<file path="src/rtl/lc3_imem_responder.sv">
// lc3_imem_responder
// Instruction memory at the far end of the LC-3 fetch interface. A boot
// stream fills the RAM from word 0. After that the block answers CPU fetch
// requests with one instruction each, one cycle after the request is
// accepted. The response sits in a one-entry output register that holds its
// value while the CPU stalls. Any fetch at or above the loaded length gets
// the HALT word and an error flag.
module lc3_imem_responder #(
    parameter int                ADDR_W    = 8,
    parameter int                DATA_W    = 16,
    parameter logic [DATA_W-1:0] HALT_WORD = 16'hF025
) (
    input  logic              clk,
    input  logic              rst,
    input  logic              ld_valid,
    input  logic [DATA_W-1:0] ld_data,
    input  logic              ld_last,
    output logic              ld_ready,
    input  logic              reload,
    input  logic              req_valid,
    input  logic [15:0]       req_addr,
    output logic              req_ready,
    output logic              rsp_valid,
    output logic [DATA_W-1:0] rsp_instr,
    output logic              rsp_err,
    input  logic              rsp_ready,
    output logic [ADDR_W:0]   loaded_len,
    output logic              halt_seen,
    output logic [15:0]       fetch_count
);

    localparam int DEPTH = 2 ** ADDR_W;
    localparam int LEN_W = ADDR_W + 1;

    typedef enum logic {
        ST_LOAD  = 1'b0,
        ST_SERVE = 1'b1
    } state_t;

    state_t state_reg;
    state_t state_next;

    // Program storage. There is no reset here, so the array maps onto block RAM.
    logic [DATA_W-1:0] mem [DEPTH];
    logic [DATA_W-1:0] rd_data_reg;

    logic [ADDR_W-1:0] wr_ptr_reg;
    logic [LEN_W-1:0]  loaded_len_reg;
    logic              rsp_valid_reg;
    logic              rsp_err_reg;
    logic              rsp_loaded_reg;
    logic              halt_seen_reg;
    logic [15:0]       fetch_count_reg;

    logic ld_fire;
    logic ld_done;
    logic req_fire;
    logic req_hit;
    logic rsp_is_halt;

    // A reload in the same cycle wins, so it suppresses both handshakes.
    assign ld_fire  = ld_valid && ld_ready && !reload;
    assign req_fire = req_valid && req_ready && !reload;

    // Loading ends on the marked last word, or when the RAM is full.
    assign ld_done  = ld_fire && (ld_last || (wr_ptr_reg == ADDR_W'(DEPTH - 1)));

    // The full 16-bit PC is compared against the length. An address whose low
    // bits alias into the RAM must still miss.
    assign req_hit  = req_addr < 16'(loaded_len_reg);

    // State register.
    always_ff @(posedge clk) begin
        if (rst) begin
            state_reg <= ST_LOAD;
        end else begin
            state_reg <= state_next;
        end
    end

    // Next-state logic and handshake readies.
    always_comb begin
        state_next = state_reg;
        ld_ready   = 1'b0;
        req_ready  = 1'b0;
        case (state_reg)
            ST_LOAD: begin
                ld_ready = 1'b1;
                if (ld_done) begin
                    state_next = ST_SERVE;
                end
            end
            ST_SERVE: begin
                // A new request is taken only if the output slot is free,
                // or is being drained in this cycle.
                req_ready = !rsp_valid_reg || rsp_ready;
            end
            default: begin
                state_next = ST_LOAD;
            end
        endcase
        if (reload) begin
            state_next = ST_LOAD;
        end
    end

    // RAM write port, fed by the boot stream.
    always_ff @(posedge clk) begin
        if (!rst && ld_fire) begin
            mem[wr_ptr_reg] <= ld_data;
        end
    end

    // RAM registered read port. The read data holds until the next accepted
    // request, which keeps the response stable while the CPU stalls.
    always_ff @(posedge clk) begin
        if (req_fire) begin
            rd_data_reg <= mem[req_addr[ADDR_W-1:0]];
        end
    end

    // Boot write pointer and loaded program length.
    always_ff @(posedge clk) begin
        if (rst || reload) begin
            wr_ptr_reg     <= '0;
            loaded_len_reg <= '0;
        end else if (ld_fire) begin
            wr_ptr_reg <= wr_ptr_reg + ADDR_W'(1);
            if (ld_done) begin
                loaded_len_reg <= LEN_W'(wr_ptr_reg) + LEN_W'(1);
            end
        end
    end

    // Response slot: valid, the hit/miss flag, and whether any response has
    // ever been loaded since reset.
    always_ff @(posedge clk) begin
        if (rst) begin
            rsp_valid_reg  <= 1'b0;
            rsp_err_reg    <= 1'b0;
            rsp_loaded_reg <= 1'b0;
        end else if (reload) begin
            rsp_valid_reg <= 1'b0;
        end else if (req_fire) begin
            rsp_valid_reg  <= 1'b1;
            rsp_err_reg    <= !req_hit;
            rsp_loaded_reg <= 1'b1;
        end else if (rsp_ready) begin
            rsp_valid_reg <= 1'b0;
        end
    end

    // Output data mux. A miss returns the HALT word instead of the RAM data.
    // Before the first fetch, the output reads zero rather than undefined
    // RAM output.
    always_comb begin
        rsp_instr = '0;
        if (rsp_loaded_reg) begin
            rsp_instr = rsp_err_reg ? HALT_WORD : rd_data_reg;
        end
    end

    assign rsp_is_halt = rsp_valid_reg && (rsp_instr[DATA_W-1 -: 4] == 4'hF);

    // Sticky HALT flag. It shows in the same cycle the HALT response appears,
    // and is captured so that it persists after the response drains.
    always_ff @(posedge clk) begin
        if (rst || reload) begin
            halt_seen_reg <= 1'b0;
        end else if (rsp_is_halt) begin
            halt_seen_reg <= 1'b1;
        end
    end

    // Saturating count of accepted fetch requests.
    always_ff @(posedge clk) begin
        if (rst || reload) begin
            fetch_count_reg <= '0;
        end else if (req_fire && (fetch_count_reg != 16'hFFFF)) begin
            fetch_count_reg <= fetch_count_reg + 16'd1;
        end
    end

    assign rsp_valid   = rsp_valid_reg;
    assign rsp_err     = rsp_err_reg;
    assign loaded_len  = loaded_len_reg;
    assign halt_seen   = halt_seen_reg || rsp_is_halt;
    assign fetch_count = fetch_count_reg;

endmodule

</file>
<file path="config.mk">
export PLATFORM = sky130hd
export DESIGN_NAME = lc3_imem_responder
export DESIGN_NICKNAME = d
export VERILOG_FILES = /design/src/rtl/lc3_imem_responder.sv
export SDC_FILE = /design/constraint.sdc
export NUM_CORES = 2
export LEC_CHECK = 0
export BUFFER_PORTS_ARGS = -buffer_cell sky130_fd_sc_hd__buf_2
export CORE_ASPECT_RATIO = 1.2
export CORE_UTILIZATION = 56
export CTS_CLUSTER_DIAMETER = 50
export DETAILED_ROUTE_END_ITERATION = 10
export MAX_ROUTING_LAYER = met4
export PLACE_DENSITY = 0.8
export RECOVER_POWER = 25
export SYNTH_ARGS = -nofsm -noshare
export SYNTH_HDL_FRONTEND = slang
export SYNTH_SLANG_ARGS = --single-unit
export TNS_END_PERCENT = 5
</file>
<file path="constraint.sdc">
create_clock -name clk -period 7.7 [get_ports clk]
set_input_delay 1.925 -clock clk [delete_from_list [all_inputs] [get_ports clk]]
set_output_delay 1.925 -clock clk [all_outputs]
set_load 0.005 [all_outputs]
</file>
==> impl_metrics.csv <==
group,metric,value,unit
pwr,leakage,57.5,nW
clock_tree,clock_sinks,4150,
sta,relSlewSlack,-289,%
clock_tree,cts_max_path_buffers,4,
worst_setup_path,worstPathCellList,"clkdlybuf4s25_1",
hold_path,min_path_cells,2,
cells_and_area,largest_reg_flops,4096,
sta,worstMarginPinSlew,5.83,ns
pwr,p_switching,9.76,mW
route,firstDrtPassIters,6,
pwr,p_seq_share,54.0,%
worst_setup_path,path_max_fanout,120,
hold_path,hold_class,"flip-flop to flip-flop",
route,drt_iter0_drc,12700,
global_routing,grt_first_pass_wirelength,602000,um
placed_design,place_inst,11500,
sta,fmax,0.156,GHz
route,num_vias,83100,
synthesis,synth_top_area_cell,"edfxtp_1",
sta,tns,0,ns
cells_and_area,fillCellCount,17700,
cells_and_area,layout.nets,8136,
clock_tree,clockRootBuffer,"clkbuf_16",
synthesis,postSynthCellCount,7659,
cells_and_area,layout-drive-gt1-share,22.1,%
synthesis,synth_edf_count,4112,
synthesis,synth_most_common_cell,"edfxtp_1",
synthesis,synthFlopType,"edfxtp_1",
floorplan,dieArea,0.288,mm2
synthesis,synth_seq_cells,4150,
floorplan,initial_core_util,56.4,%
floorplan,rows,214,
pwr,power,46.0,mW
worst_setup_path,r2r_cells,8,
pwr,swShare,21.2,%
sta,drv_slew,1323,
run,cap_violations,17,
clock_tree,cts_tree,"yes",
synthesis,yosys.area.top_type_share,77.1,%
sta,clock_skew,0.0484,ns
synthesis,yosysWarningCount,0,
clock_tree,clk_pin_slew,0.06,ns
route,wire_per_inst,34.8,um
placed_design,numPortBuffers,84,
pwr,power_density,257,mW/mm2
floorplan,ios,85,
clock_tree,cts_resized,0,
route,antenna_left,0,
placed_design,gp_congestion,0.907,
synthesis,synth.distinct_cells,62,
worst_setup_path,r2r_end,"fetch_count[15]$_SDFFE_PP0P_",
pwr,pwr-share-comb,4.5,%
clock_tree,numCtsBuffers,386,
global_routing,grt-ovfl-total,0,
synthesis,async_flop_share,0,%
sta,hold_slack,0.523,ns
synthesis,synth_area_leaders,"edfxtp_1 77%, mux4_2 10%, mux2i_1 4.2%, o22ai_1 0.92%, nor2_1 0.90%",
floorplan,fp.dieH,588,um
status,outcome,"finished, violations left",
pwr,ir_worst_vdd,0.000258,V
worst_setup_path,critPathKind,"input pin to flip-flop",
worst_setup_path,cpMaxStageDelayCell,"clkdlybuf4s25_1",
clock_tree,cts_max_level,5,
floorplan,core,0.284,mm2
sta,rsz0062_at_grt,"no",
clock_tree,worstSkewPairLatency,0.95,ns
floorplan,die_w,490,um
cells_and_area,stdcell_count,12200,
synthesis,synth_commonest_cells,"4112 x edfxtp_1, 729 x mux4_2, 678 x mux2i_1",
worst_setup_path,timing.rr.start,"rsp_valid$_SDFFE_PP0P_",
route,vias_per_cell,6.82,
worst_setup_path,crit_required,7.56,ns
global_routing,grt_use_total,30.2,%
synthesis,synth_seq_area_share,77.5,%
pwr,power.internal,36.3,mW
clock_tree,post-cts-setup-buffer-count,0,
worst_setup_path,rrSetupSlack,2.54,ns
placed_design,hpwl,243000,um
global_routing,grt_max_degree,165,
worst_setup_path,crit_family,"buffers and inverters",
sta,fin_crit,6.41,ns
route,detail_route.wirelength,425000,um
sta,hold_violations,0,
cells_and_area,design_area,0.179,mm2
hold_path,hold_end,"loaded_len[2]$_SDFFE_PP0P_",
synthesis,synth_nets,7711,
worst_setup_path,critPathArrivalTime,6.27,ns
route,drc,0,
worst_setup_path,start_kind,"input pin",
worst_setup_path,worst-path-buf-inv,1,
status,violations,"capacitance limit, slew limit",
cells_and_area,area_growth,11.6,%
global_routing,grt_pass1_vias,83000,
hold_path,worstHoldStart,"loaded_len[2]$_SDFFE_PP0P_",
worst_setup_path,cp-end-kind,"flip-flop",
placed_design,post_dp_cell_area,0.166,mm2
synthesis,synthesis.area,0.160,mm2
worst_setup_path,cpPeakStageDelay,3.94,ns
sta,finalSetupViolCount,0,
clock_tree,hold_buffers,0,
sta,fin_crit_sh,83.3,%
global_routing,antenna_found_initial,24,
synthesis,syn_avg_cell_area,20.9,um2
pwr,clkPwrFrac,41.5,%
power groups by stage:
stage               logic (mW)  clock network [mW]  registers [mW]
detailed placement        2.01                   0            25.3
floorplan                 1.12                   0            25.3
CTS                       2.03                19.1            24.8
global placement          1.95                   0            25.3
global route              2.11                20.0            24.8
finish                    2.07                19.1            24.9
layout by cell type (no fill, tap or decap), types with 31 or more instances in the layout:
cell type,synthesis,layout
mux4_2,729,729
o21ai_0,64,64
clkbuf_16,0,389
nor4_1,50,48
mux2_2,62,62
nand2_1,79,77
a22oi_1,133,133
nand3_1,43,39
buf_2,106,61
o22ai_1,236,236
a221oi_1,49,49
nor2_1,385,381
mux2i_1,678,678
bufinv_16,0,39
buf_4,64,370
clkbuf_1,171,83
clkinv_1,0,66
nor3_1,61,61
clkinv_2,0,69
dfxtp_1,38,38
edfxtp_1,4112,4112
a21oi_1,90,90
o211ai_1,62,62
o211a_1,31,31
layout make-up:
class / count / area, um2 / area share (%)
antenna: 18 / 45.0 / 0.0252
tap: 3780 / 4730 / 2.65
inverter: 16 / 60.1 / 0.0336
clock buffer: 468 / 10100 / 5.66
sequential: 4150 / 124000 / 69.5
clock inverter: 227 / 2440 / 1.36
timing repair buffer: 488 / 3910 / 2.19
multi-input combinational: 3042 / 33200 / 18.6
cells by family after synthesis:
family | count (synthesis) | share of synthesized area (%)
flip-flops | 4150 | 77.5
multiplexers | 1469 | 14.9
AO/OA/AOI/OAI | 785 | 3.36
adder cells (fa/ha/maj) | 13 | 0.102
AND/OR/NAND/NOR | 752 | 2.18
buffers and inverters | 467 | 1.76
XOR/XNOR | 23 | 0.126
per-layer routing:
layer / GRT usage (%) / part of all wire [%] / wire [um]
met1: 36.5 / 32 / 136000
met2: 46.9 / 48 / 205000
met3: 6.08 / 12 / 52400
met4: 18.9 / 7.4 / 31300
met5: - / 0 / 0
through the flow:
step	util, %	setup slack (ns)
after CTS	63.0	2.47
final	63.0	1.29
after floorplan	-	3.37
after global placement	58.6	0.956
after global routing	63.0	1.23
after detailed placement	58.6	1.57
worst max-delay path by stage:
stage / start / endpoint / slack (ns) / cells after the start
global route: ld_data[9] / mem[124][9]$_DFFE_PP_ / 1.23 / 1
detailed placement: req_addr[0] / rd_data_reg[7]$_DFFE_PP_ / 1.57 / 8
floorplan: reload / mem[101][0]$_DFFE_PP_ / 3.37 / 7
finish: ld_data[14] / mem[247][14]$_DFFE_PP_ / 1.29 / 1
global placement: req_addr[2] / rd_data_reg[8]$_DFFE_PP_ / 0.96 / 8
CTS: req_addr[0] / rd_data_reg[7]$_DFFE_PP_ / 2.47 / 8
Power figures use the tool's default switching activity.
